**config.mk**
```make
export PLATFORM = sky130hd
export DESIGN_NAME = pie_rx_frame_ctrl_flat
export DESIGN_NICKNAME = d
export VERILOG_FILES = /design/src/rtl/pie_rx_frame_ctrl_if.sv /design/src/rtl/pie_rx_frame_ctrl.sv /design/src/flat_wrapper.sv
export SDC_FILE = /design/constraint.sdc
export NUM_CORES = 1
export LEC_CHECK = 0
export CAP_MARGIN = 20
export CORE_AREA = 2 2 93 95
export CTS_CLUSTER_DIAMETER = 60
export DETAILED_ROUTE_END_ITERATION = 10
export DIE_AREA = 0 0 95 97
export PLACE_DENSITY = 0.74
export SYNTH_ARGS = -nofsm -noshare
export SYNTH_HDL_FRONTEND = slang
export SYNTH_SLANG_ARGS = --single-unit
```
**constraint.sdc**
```tcl
create_clock -name clk -period 2.06 [get_ports clk]
set_input_delay 0.618 -clock clk [delete_from_list [all_inputs] [get_ports clk]]
set_output_delay 0.618 -clock clk [all_outputs]
set_load 0.03 [all_outputs]
```
**src/rtl/pie_rx_frame_ctrl_if.sv**
```systemverilog
// ---------------------------------------------------------------------------
// pie_rx_frame_ctrl_if
// Bundles the two buses of the PIE receive frame controller:
//   decoder side : dec_bit, dec_valid, dec_sync (from decoder), dec_rst (to it)
//   frame side   : frame_data, frame_len, frame_valid (to consumer),
//                  frame_ready (from consumer)
// master = the frame controller, slave = decoder/command-layer side.
// ---------------------------------------------------------------------------
interface pie_rx_frame_ctrl_if #(
  parameter int MAX_BITS = 64,
  parameter int LW       = $clog2(MAX_BITS + 1)
);
  logic                dec_bit;
  logic                dec_valid;
  logic                dec_sync;
  logic                dec_rst;
  logic [MAX_BITS-1:0] frame_data;
  logic [LW-1:0]       frame_len;
  logic                frame_valid;
  logic                frame_ready;

  modport master (
    input  dec_bit, dec_valid, dec_sync, frame_ready,
    output dec_rst, frame_data, frame_len, frame_valid
  );

  modport slave (
    output dec_bit, dec_valid, dec_sync, frame_ready,
    input  dec_rst, frame_data, frame_len, frame_valid
  );
endinterface

```
**src/rtl/pie_rx_frame_ctrl.sv**
```systemverilog
// ---------------------------------------------------------------------------
// pie_rx_frame_ctrl
// Receive-side frame controller for the PIE decoder. Re-arms the decoder via
// dec_rst, waits for frame sync, shifts decoded bits into a right-aligned
// buffer, closes the frame on sync loss or inter-bit idle timeout, checks
// min/max length and offers the frame on a valid/ready handshake.
// Ports:
//   clk, rst_n        clock, asynchronous active-low reset
//   i_enable          level, permits reception
//   bus (master)      decoder strobes/sync in, dec_rst out,
//                     frame_data/len/valid out, frame_ready in
//   o_err_overflow    1-cycle pulse, bit arrived with buffer full
//   o_err_short       1-cycle pulse, frame closed shorter than MIN_BITS
//   o_busy            high while collecting or holding a frame
// ---------------------------------------------------------------------------
module pie_rx_frame_ctrl #(
  parameter int MAX_BITS     = 64,
  parameter int MIN_BITS     = 4,
  parameter int EOF_IDLE     = 24,
  parameter int REARM_CYCLES = 2,
  parameter int LW           = $clog2(MAX_BITS + 1)
) (
  input  logic                  clk,
  input  logic                  rst_n,
  input  logic                  i_enable,
  pie_rx_frame_ctrl_if.master   bus,
  output logic                  o_err_overflow,
  output logic                  o_err_short,
  output logic                  o_busy
);

  localparam int IW = $clog2(EOF_IDLE + 1);
  localparam int AW = $clog2(REARM_CYCLES + 1);

  typedef enum logic [1:0] {
    S_ARM       = 2'd0,
    S_WAIT_SYNC = 2'd1,
    S_COLLECT   = 2'd2,
    S_HOLD      = 2'd3
  } state_t;

  state_t              r_state, w_state_nxt;
  logic [AW-1:0]       r_arm_cnt, w_arm_nxt;
  logic [IW-1:0]       r_idle, w_idle_nxt;
  logic [MAX_BITS-1:0] r_data, w_data_nxt;
  logic [LW-1:0]       r_len, w_len_nxt;
  logic                r_dec_rst, w_dec_rst_nxt;
  logic                r_ovf, w_ovf_nxt;
  logic                r_short, w_short_nxt;

  always_ff @(posedge clk or negedge rst_n) begin
    if (!rst_n) begin
      r_state   <= S_ARM;
      r_arm_cnt <= '0;
      r_idle    <= '0;
      r_data    <= '0;
      r_len     <= '0;
      r_dec_rst <= 1'b1;
      r_ovf     <= 1'b0;
      r_short   <= 1'b0;
    end else begin
      r_state   <= w_state_nxt;
      r_arm_cnt <= w_arm_nxt;
      r_idle    <= w_idle_nxt;
      r_data    <= w_data_nxt;
      r_len     <= w_len_nxt;
      r_dec_rst <= w_dec_rst_nxt;
      r_ovf     <= w_ovf_nxt;
      r_short   <= w_short_nxt;
    end
  end

  always_comb begin
    w_state_nxt = r_state;
    w_arm_nxt   = r_arm_cnt;
    w_idle_nxt  = r_idle;
    w_data_nxt  = r_data;
    w_len_nxt   = r_len;
    w_ovf_nxt   = 1'b0;
    w_short_nxt = 1'b0;

    case (r_state)
      S_ARM: begin
        // Counter saturates so a long enable=0 stall still leaves the
        // re-arm window complete when enable returns.
        if (r_arm_cnt != AW'(REARM_CYCLES))
          w_arm_nxt = r_arm_cnt + AW'(1);
        // ARM occupies exactly REARM_CYCLES cycles when enable is high.
        if (i_enable && (r_arm_cnt >= AW'(REARM_CYCLES - 1)))
          w_state_nxt = S_WAIT_SYNC;
      end

      S_WAIT_SYNC: begin
        if (!i_enable) begin
          w_state_nxt = S_ARM;
        end else if (bus.dec_sync) begin
          w_data_nxt  = '0;
          w_len_nxt   = '0;
          w_idle_nxt  = '0;
          w_state_nxt = S_COLLECT;
        end
      end

      S_COLLECT: begin
        if (!i_enable) begin
          w_state_nxt = S_ARM;
        end else if (bus.dec_valid && (r_len == LW'(MAX_BITS))) begin
          w_ovf_nxt   = 1'b1;
          w_state_nxt = S_ARM;
        end else begin
          if (bus.dec_valid) begin
            w_data_nxt = {r_data[MAX_BITS-2:0], bus.dec_bit};
            w_len_nxt  = r_len + LW'(1);
            w_idle_nxt = '0;
          end else if (r_idle != IW'(EOF_IDLE)) begin
            w_idle_nxt = r_idle + IW'(1);
          end
          // End test uses post-update length/idle so a bit landing on the
          // sync-drop cycle still counts toward the frame.
          if (!bus.dec_sync || (w_idle_nxt == IW'(EOF_IDLE))) begin
            if (w_len_nxt >= LW'(MIN_BITS)) begin
              w_state_nxt = S_HOLD;
            end else begin
              w_short_nxt = 1'b1;
              w_state_nxt = S_ARM;
            end
          end
        end
      end

      S_HOLD: begin
        if (bus.frame_ready)
          w_state_nxt = S_ARM;
      end

      default: w_state_nxt = S_ARM;
    endcase

    // Every entry into ARM starts a fresh re-arm window.
    if ((w_state_nxt == S_ARM) && (r_state != S_ARM))
      w_arm_nxt = '0;

    // Decoder is held in reset while arming and while a frame awaits pickup.
    w_dec_rst_nxt = (w_state_nxt == S_ARM) || (w_state_nxt == S_HOLD);
  end

  assign bus.dec_rst     = r_dec_rst;
  assign bus.frame_data  = r_data;
  assign bus.frame_len   = r_len;
  assign bus.frame_valid = (r_state == S_HOLD);
  assign o_err_overflow  = r_ovf;
  assign o_err_short     = r_short;
  assign o_busy          = (r_state == S_COLLECT) || (r_state == S_HOLD);

endmodule

```
**src/flat_wrapper.sv**
```systemverilog
// flat-port wrapper written by rule: the top's interface ports become plain ports
module pie_rx_frame_ctrl_flat 
#(
  parameter int MAX_BITS     = 64,
  parameter int MIN_BITS     = 4,
  parameter int EOF_IDLE     = 24,
  parameter int REARM_CYCLES = 2,
  parameter int LW           = $clog2(MAX_BITS + 1)
)
  (clk, rst_n, i_enable, o_err_overflow, o_err_short, o_busy, bus_dec_bit, bus_dec_valid, bus_dec_sync, bus_frame_ready, bus_dec_rst, bus_frame_data, bus_frame_len, bus_frame_valid);
  pie_rx_frame_ctrl_if #(.MAX_BITS(MAX_BITS), .LW(LW)) bus_i ();
  input  logic clk;
  input  logic rst_n;
  input  logic i_enable;
  output logic o_err_overflow;
  output logic o_err_short;
  output logic o_busy;
  input wire logic [$bits(bus_i.dec_bit)-1:0] bus_dec_bit;
  input wire logic [$bits(bus_i.dec_valid)-1:0] bus_dec_valid;
  input wire logic [$bits(bus_i.dec_sync)-1:0] bus_dec_sync;
  input wire logic [$bits(bus_i.frame_ready)-1:0] bus_frame_ready;
  output wire logic [$bits(bus_i.dec_rst)-1:0] bus_dec_rst;
  output wire logic [$bits(bus_i.frame_data)-1:0] bus_frame_data;
  output wire logic [$bits(bus_i.frame_len)-1:0] bus_frame_len;
  output wire logic [$bits(bus_i.frame_valid)-1:0] bus_frame_valid;
  assign bus_i.dec_bit = bus_dec_bit;
  assign bus_i.dec_valid = bus_dec_valid;
  assign bus_i.dec_sync = bus_dec_sync;
  assign bus_i.frame_ready = bus_frame_ready;
  assign bus_dec_rst = bus_i.dec_rst;
  assign bus_frame_data = bus_i.frame_data;
  assign bus_frame_len = bus_i.frame_len;
  assign bus_frame_valid = bus_i.frame_valid;
  pie_rx_frame_ctrl #(.MAX_BITS(MAX_BITS), .MIN_BITS(MIN_BITS), .EOF_IDLE(EOF_IDLE), .REARM_CYCLES(REARM_CYCLES), .LW(LW)) u_core (.clk(clk), .rst_n(rst_n), .i_enable(i_enable), .bus(bus_i), .o_err_overflow(o_err_overflow), .o_err_short(o_err_short), .o_busy(o_busy));
endmodule
```
# [After elaboration in Yosys (flattened, before gate mapping)]
# Cells that the tools add are included.
[totals] word_cells=87 reg_bits=83
[op_classes] eq_ne=13 magnitude_cmp=2 muxes=45 n_addsub=3 n_reduce_logical=16
[op_table] op="two-way mux 64 bit" n=5
[op_table] op="case mux 64 bit (2 select lines)" n=1
[op_table] op="two-way mux 7 bit" n=8
[op_table] op="two-way mux 5 bit" n=9
[op_table] op="two-way mux 2 bit" n=11
[op_table] op="case mux 7 bit (2 select lines)" n=1
[op_table] op="inequality test 2 bit (second input constant)" n=6
[op_table] op="case mux 5 bit (2 select lines)" n=1
[op_table] op="two-way mux 1 bit" n=8
[op_table] op="case mux 2 bit (4 select lines)" n=1
[op_table] op="nonzero test 2 bit" n=4
[op_table] op="adder 7 x 1 -> 7 bit (second input constant)" n=1
[op_table] op="equality test 7 bit (second input constant)" n=1
[op_table] op=">= comparator 7 x 3 -> 1 bit (second input constant)" n=1
[op_table] op="equality test 2 bit (second input constant)" n=3
[op_table] op="AND reduction 6 bit" n=1
[op_table] op="adder 5 x 1 -> 5 bit (second input constant)" n=1
[op_table] op="equality test 5 bit (second input constant)" n=1
[op_table] op="inequality test 5 bit (second input constant)" n=1
[op_table] op="AND reduction 5 bit" n=1
[op_table] op="logical NOT 2 bit" n=2
[op_table] op="logical AND 1 bit" n=3
[op_table] op="logical OR 1 bit" n=3
[op_table] op="adder 2 x 1 -> 2 bit (second input constant)" n=1
[op_table] op="4 further kinds" n=4

# [Longest topological paths before layout]
# Gate-level depths: netlist of run 1.
[depth] depth_word=16 mapped_depth=11 depth_no_buf=11

# [Least setup slack after synthesis of run 1]
# Ideal clock, no wire load.
[synth_path] path_kind="flip-flop to flip-flop" from="reg u_core.r_len[0], in the netlist u_core.bus.frame_len[0]" to="reg u_core.r_arm_cnt[1]" path_slack_ps=-337 stages_incl_launch_ff=9 t_arrival_ps=2302 path_buffers=0 path_cell_list="dfrtp_1 inv_1 ha_1 and2_1 a31oi_1 o31ai_2 a22o_1 ha_1 o31ai_1"
[synth_between] elab_chain_len=15 elab_cells_between_ends=19 classes_between="add/sub: 1; order compare: 1; eq/ne: 1; mux: 10; reduce/logical: 6"
[synth_rtl] item="from (decl)" line="pie_rx_frame_ctrl.sv:46" rtl="logic [LW-1:0] r_len, w_len_nxt;"
[synth_rtl] item="from (signal assigned)" line="pie_rx_frame_ctrl.sv:66" rtl="r_len <= w_len_nxt;"
[synth_rtl] item="adder 7 x 1 -> 7 bit" line="pie_rx_frame_ctrl.sv:113" rtl="w_len_nxt = r_len + LW'(1);"
[synth_rtl] item="two-way mux 7 bit" line="pie_rx_frame_ctrl.sv:111" rtl="if (bus.dec_valid) begin"
[synth_rtl] item="two-way mux 7 bit" line="pie_rx_frame_ctrl.sv:107" rtl="end else if (bus.dec_valid && (r_len == LW'(MAX_BITS))) begin"
[synth_rtl] item="two-way mux 7 bit" line="pie_rx_frame_ctrl.sv:105" rtl="if (!i_enable) begin"
[synth_rtl] item="two-way mux 7 bit" line="pie_rx_frame_ctrl.sv:82" rtl="case (r_state)"
[synth_rtl] item=">= comparator 7 x 3 -> 1 bit" line="pie_rx_frame_ctrl.sv:121" rtl="if (w_len_nxt >= LW'(MIN_BITS)) begin"
[synth_rtl] item="two-way mux 2 bit" line="pie_rx_frame_ctrl.sv:121"
[synth_rtl] item="two-way mux 2 bit" line="pie_rx_frame_ctrl.sv:120" rtl="if (!bus.dec_sync || (w_idle_nxt == IW'(EOF_IDLE))) begin"
[synth_rtl] item="two-way mux 2 bit (*)" line="pie_rx_frame_ctrl.sv:107"
[synth_rtl] item="two-way mux 2 bit (*)" line="pie_rx_frame_ctrl.sv:105"
[synth_rtl] item="case mux 2 bit (4 select lines) (*)" line="pie_rx_frame_ctrl.sv:82"
[synth_rtl] item="logical NOT 2 bit (*)" line="pie_rx_frame_ctrl.sv:140" rtl="if ((w_state_nxt == S_ARM) && (r_state != S_ARM))"
[synth_rtl] item="logical AND 1 bit (*)" line="pie_rx_frame_ctrl.sv:140"
[synth_rtl] item="nonzero test 2 bit (no line)"
[synth_rtl] item="AND reduction 2 bit (no line)"
[synth_rtl] item="to (signal assigned)" line="pie_rx_frame_ctrl.sv:63" rtl="r_arm_cnt <= w_arm_nxt;"
[synth_rtl] item="to (decl)" line="pie_rx_frame_ctrl.sv:43" rtl="logic [AW-1:0] r_arm_cnt, w_arm_nxt;"
# Mark *: on every way between the ends. The rest lies on a longest branch, timed or not. The select of a mux whose other input is x is not followed.
# A chain may end at the register's enable or synchronous reset.

# [Worst setup path after layout of run 1]
[layout_path] from="reg u_core.r_idle[1]" to="reg u_core.r_arm_cnt[0]"
[layout_between] elab_chain_len=16 elab_cells_between_ends=19 classes_between="add/sub: 1; eq/ne: 2; mux: 10; reduce/logical: 6"
[layout_rtl] item="from (decl)" line="pie_rx_frame_ctrl.sv:44" rtl="logic [IW-1:0] r_idle, w_idle_nxt;"
[layout_rtl] item="from (signal assigned)" line="pie_rx_frame_ctrl.sv:64" rtl="r_idle <= w_idle_nxt;"
[layout_rtl] item="adder 5 x 1 -> 5 bit / inequality test 5 bit (equally long branches)" line="pie_rx_frame_ctrl.sv:116, pie_rx_frame_ctrl.sv:115"
[layout_rtl] item="two-way mux 5 bit (*)" line="pie_rx_frame_ctrl.sv:115" rtl="end else if (r_idle != IW'(EOF_IDLE)) begin"
[layout_rtl] item="two-way mux 5 bit (*)" line="pie_rx_frame_ctrl.sv:111"
[layout_rtl] item="two-way mux 5 bit (*)" line="pie_rx_frame_ctrl.sv:107"
[layout_rtl] item="two-way mux 5 bit (*)" line="pie_rx_frame_ctrl.sv:105"
[layout_rtl] item="two-way mux 5 bit (*)" line="pie_rx_frame_ctrl.sv:82"
[layout_rtl] item="equality test 5 bit (*)" line="pie_rx_frame_ctrl.sv:120"
[layout_rtl] item="logical OR 1 bit (*)" line="pie_rx_frame_ctrl.sv:120"
[layout_rtl] item="two-way mux 2 bit (*)" line="pie_rx_frame_ctrl.sv:120"
[layout_rtl] item="two-way mux 2 bit (*)" line="pie_rx_frame_ctrl.sv:107"
[layout_rtl] item="two-way mux 2 bit (*)" line="pie_rx_frame_ctrl.sv:105"
[layout_rtl] item="case mux 2 bit (4 select lines) (*)" line="pie_rx_frame_ctrl.sv:82"
[layout_rtl] item="logical NOT 2 bit (*)" line="pie_rx_frame_ctrl.sv:140"
[layout_rtl] item="logical AND 1 bit (*)" line="pie_rx_frame_ctrl.sv:140"
[layout_rtl] item="nonzero test 2 bit (no line)"
[layout_rtl] item="AND reduction 2 bit (no line)"
# Marked as above.

==> run summary, run 1 <==
Post-Syn Area: 3590 um^2
RR Startpoint: u_core.r_idle[1]
Vias in the first global route: 2861
ANT nets after route: 0
CP Data Required Time: 2.30 ns
F_max: 0.430 GHz
Core ar.: 8130 um^2
Static Leak: 3.45 nW
Clock slew at the register clock pins of the worst setup and hold paths: 0.09 ns
Internal power: 0.00308 W
Commonest non-fill, non-tap cell in the layout: dfrtp_1
Mean Syn Cell Area: 12.5 um^2
Worst Path Arrival: 2.57 ns
Register area: 2080 um^2
Root buf cell: clkbuf_8
Chip Width: 95 um
Clock share of power: 0.303
Final setup viols: 3
GRT Overall Usage: 0.199
FF-to-FF path depth: 11
Met3 usage: 0.0335
CP bufs+invs: 1
Total gr overflow: 0
Worst slew pin tran: 0.388 ns
WP depth: 11
Via density: 5.56
Layout area overhead: 52.9%
Worst Setup End Kind: register
Sequential power share: 0.399
P_sw: 0.00140 W
Initial Util: 0.441
Hpwl dp: 5.88 mm
Routed wire length: 9.55 mm
PnR worst setup slack: -0.266 ns
PD cells: 815 nW/um^2
Rows: 33
Netlist cell types: 41
CTS Buf Count: 9
Initial antenna violation count: 0
Hold WC Path Type: primary input to async pin
Primary FF master, synth: dfrtp_1
Failing checks: setup timing
Cell family with the largest share of critical-path delay: compound AO/OA/AOI/OAI gates
Crit path launch: u_core.r_idle[1]
Yosys reg bits: 83
# fillers: 617
Reg-to-reg endpoint: u_core.r_arm_cnt[0]
Post-synthesis sequential area ratio: 0.579
Die Footprint: 9220 um^2
Slowest cell on the critical path: dfrtp_1
Period utilization: 1.13
Routed len/inst: 18.0 um
Worst hold slack: 0.159 ns
Nature of the critical path startpoint: register
Pins Over Slew Limit: 0
Worst R2R Setup Slack: -0.27 ns
Share of cells above drive strength 1: 0.259
Synth Instances: 287
Largest net degree at the start of global routing: 46
Outcome: complete, but fails checks
Final Hold Viols: 0
Switch share: 0.312
DRC Markers: 0
Max Cap Viol: 0
Most frequent cells in the layout: 80 x dfrtp_1, 68 x a22o_1, 50 x dlymetal6s2s_1, 41 x buf_4, 17 x dlygate4sd2_1
Clock sinks: 83
Yosys warning count: 0
N_diodes: 0
Global route hottest layer: met2
Area occupied by multi-input gates: 1480 um^2
Worst VDD drop: 0.549 mV
Clk_lat worst skew: 0.35 ns
CTS tree: done
RSZ-0062 raised after global routing: yes
Crit Path Max Fanout: 3
Final Wtd Congestion: 0.840
Final nets: 434
Worst Clk Skew: 0.0119 ns
Clock buffer depth: 2
Final worst path period need: 2.33 ns
Post-Syn Nets: 301
Die height: 97 um
Cell Chain, Critical Path: inv_1, ha_4, nand4b_1, mux2i_4, a41oi_4, o31ai_4, a22o_1, ha_4, o21ai_2, nand3_1, o21ai_1
CP endpoint: u_core.r_arm_cnt[0]
Global-route wire length before repair: 14.6 mm
EDFF count, synth: 0
Max stage delay on crit path: 0.42 ns
Initial DRC count: 160
Post-Route Utilization: 0.675
# H-tree levels: 3
DR vias: 2948
Rel. slew slack: 0.740
Io pins: 83
Critical path class: register to register
CP dominant cell by count: ha_4
Design Power: 0.00447 W
Met1 Usage GRT: 0.279
Grt met2 use: 0.313
Pre-CTS setup slack: -0.858 ns
Post-synth ARST share: 1.00
Port buffer count: 82
Logic gate share of total power: 0.298
First-pass DRT Iterations: 6
cell families (layout without fill, tap and decap cells):
logic type | count (synthesis) | count (layout) | share of synthesized area
buf+inv | 28 | 166 | 0.0512
flops | 83 | 83 | 0.579
simple gates | 60 | 60 | 0.0920
fa+ha+maj | 7 | 7 | 0.0244
compound gates | 104 | 104 | 0.239
mux | 5 | 5 | 0.0150
power by group through the flow:
stage / clock [W] / combinational, W / sequential [W]
5_1_grt: 0.00146 / 0.00144 / 0.00180
3_5_place_dp: 0 / 0.00107 / 0.00181
3_3_place_gp: 0 / 0.00102 / 0.00181
6_report: 0.00136 / 0.00133 / 0.00179
2_1_floorplan: 0 / 0.000536 / 0.00192
4_1_cts: 0.00138 / 0.00115 / 0.00178
per-layer routing:
| layer | up-vias | part of all wire |
|---|---|---|
| met5 | - | 0 |
| met4 | 0 | 0.014 |
| met3 | 19 | 0.054 |
| met2 | 131 | 0.50 |
| met1 | 1450 | 0.44 |
| li1 | 1348 | - |
how the worst min path moves through the flow:
stage	startpoint	endpoint	slack (ns)	cells after the start
after floorplan	rst_n	u_core.bus.frame_data[0]	0.32	0
after CTS	rst_n	u_core.r_idle[0]	0.16	1
final	rst_n	u_core.bus.frame_len[4]	0.16	1
after detailed placement	u_core.r_arm_cnt[0]	u_core.r_arm_cnt[0]	0.48	1
after global routing	rst_n	u_core.bus.frame_len[4]	0.17	1
after global placement	u_core.r_arm_cnt[0]	u_core.r_arm_cnt[0]	0.47	1
cell usage after synthesis (all sizes together) (3+ instances only):
library cell  instances  area [um^2]
nand3                 7         35.0
a22o                 68          596
and2                  5         31.3
mux2                  3         33.8
dfrtp                82         2050
nor2                 14         55.1
ha                    7         87.6
a21oi                 6         30.0
nor2b                 4         25.0
buf                  18          146
o21ai                15         82.6
a31oi                 3         18.8
o31ai                 4         35.0
nand2                13         48.8
nor3b                 3         33.8
inv                   9         33.8
worst register-to-register path, cell delays in order (launching register included):
cell and delay, ns:
dfrtp_1 0.42, inv_1 0.11, ha_4 0.15, nand4b_1 0.18
mux2i_4 0.27, a41oi_4 0.19, o31ai_4 0.35, a22o_1 0.24
ha_4 0.16, o21ai_2 0.05, nand3_1 0.07, o21ai_1 0.06
metrics by stage:
stage / cell area (um^2) / std cells / TNS [ns]
after global placement: 4800 / 498 / -45.60
after global routing: 5490 / 530 / -1.00
after detailed placement: 4800 / 498 / -48.85
after CTS: 5130 / 520 / -0.345
final: 5490 / 530 / -0.557
after floorplan: 3620 / 287 / -0.172
repair_timing:
action,in CTS,in global routing
endpoints found under the setup margin,97,125
gates cloned,1,5
pin swaps,8,13
hold buffers,0,0
buffers inserted,5,5
gates resized for setup,31,67
flip-flops by register name, summed over array words and instances, names as in the netlist:
| name | flops |
|---|---|
| u_core.bus.dec_rst | 1 |
| u_core.bus.frame_data | 64 |
| u_core.bus.frame_len | 7 |
| u_core.o_err_overflow | 1 |
| u_core.o_err_short | 1 |
| u_core.r_arm_cnt | 2 |
| u_core.r_idle | 5 |
| u_core.r_state | 2 |
layout make-up:
type	count	share of cell area
inverters	9	0.00615
flip-flops and latches	83	0.379
well taps	105	0.0239
clock buffers	10	0.0251
clock inverters	6	0.0175
multi-input cells	176	0.269
repair buffers	141	0.279
No activity file was read; power rests on OpenSTA's default activity.
==> inputs of run 2 (changes only) <==
- HOLD_SLACK_MARGIN: default -> 0.02
==> results of run 2 <==
The final DEF is identical to that of run 1; final timing and power are the same.
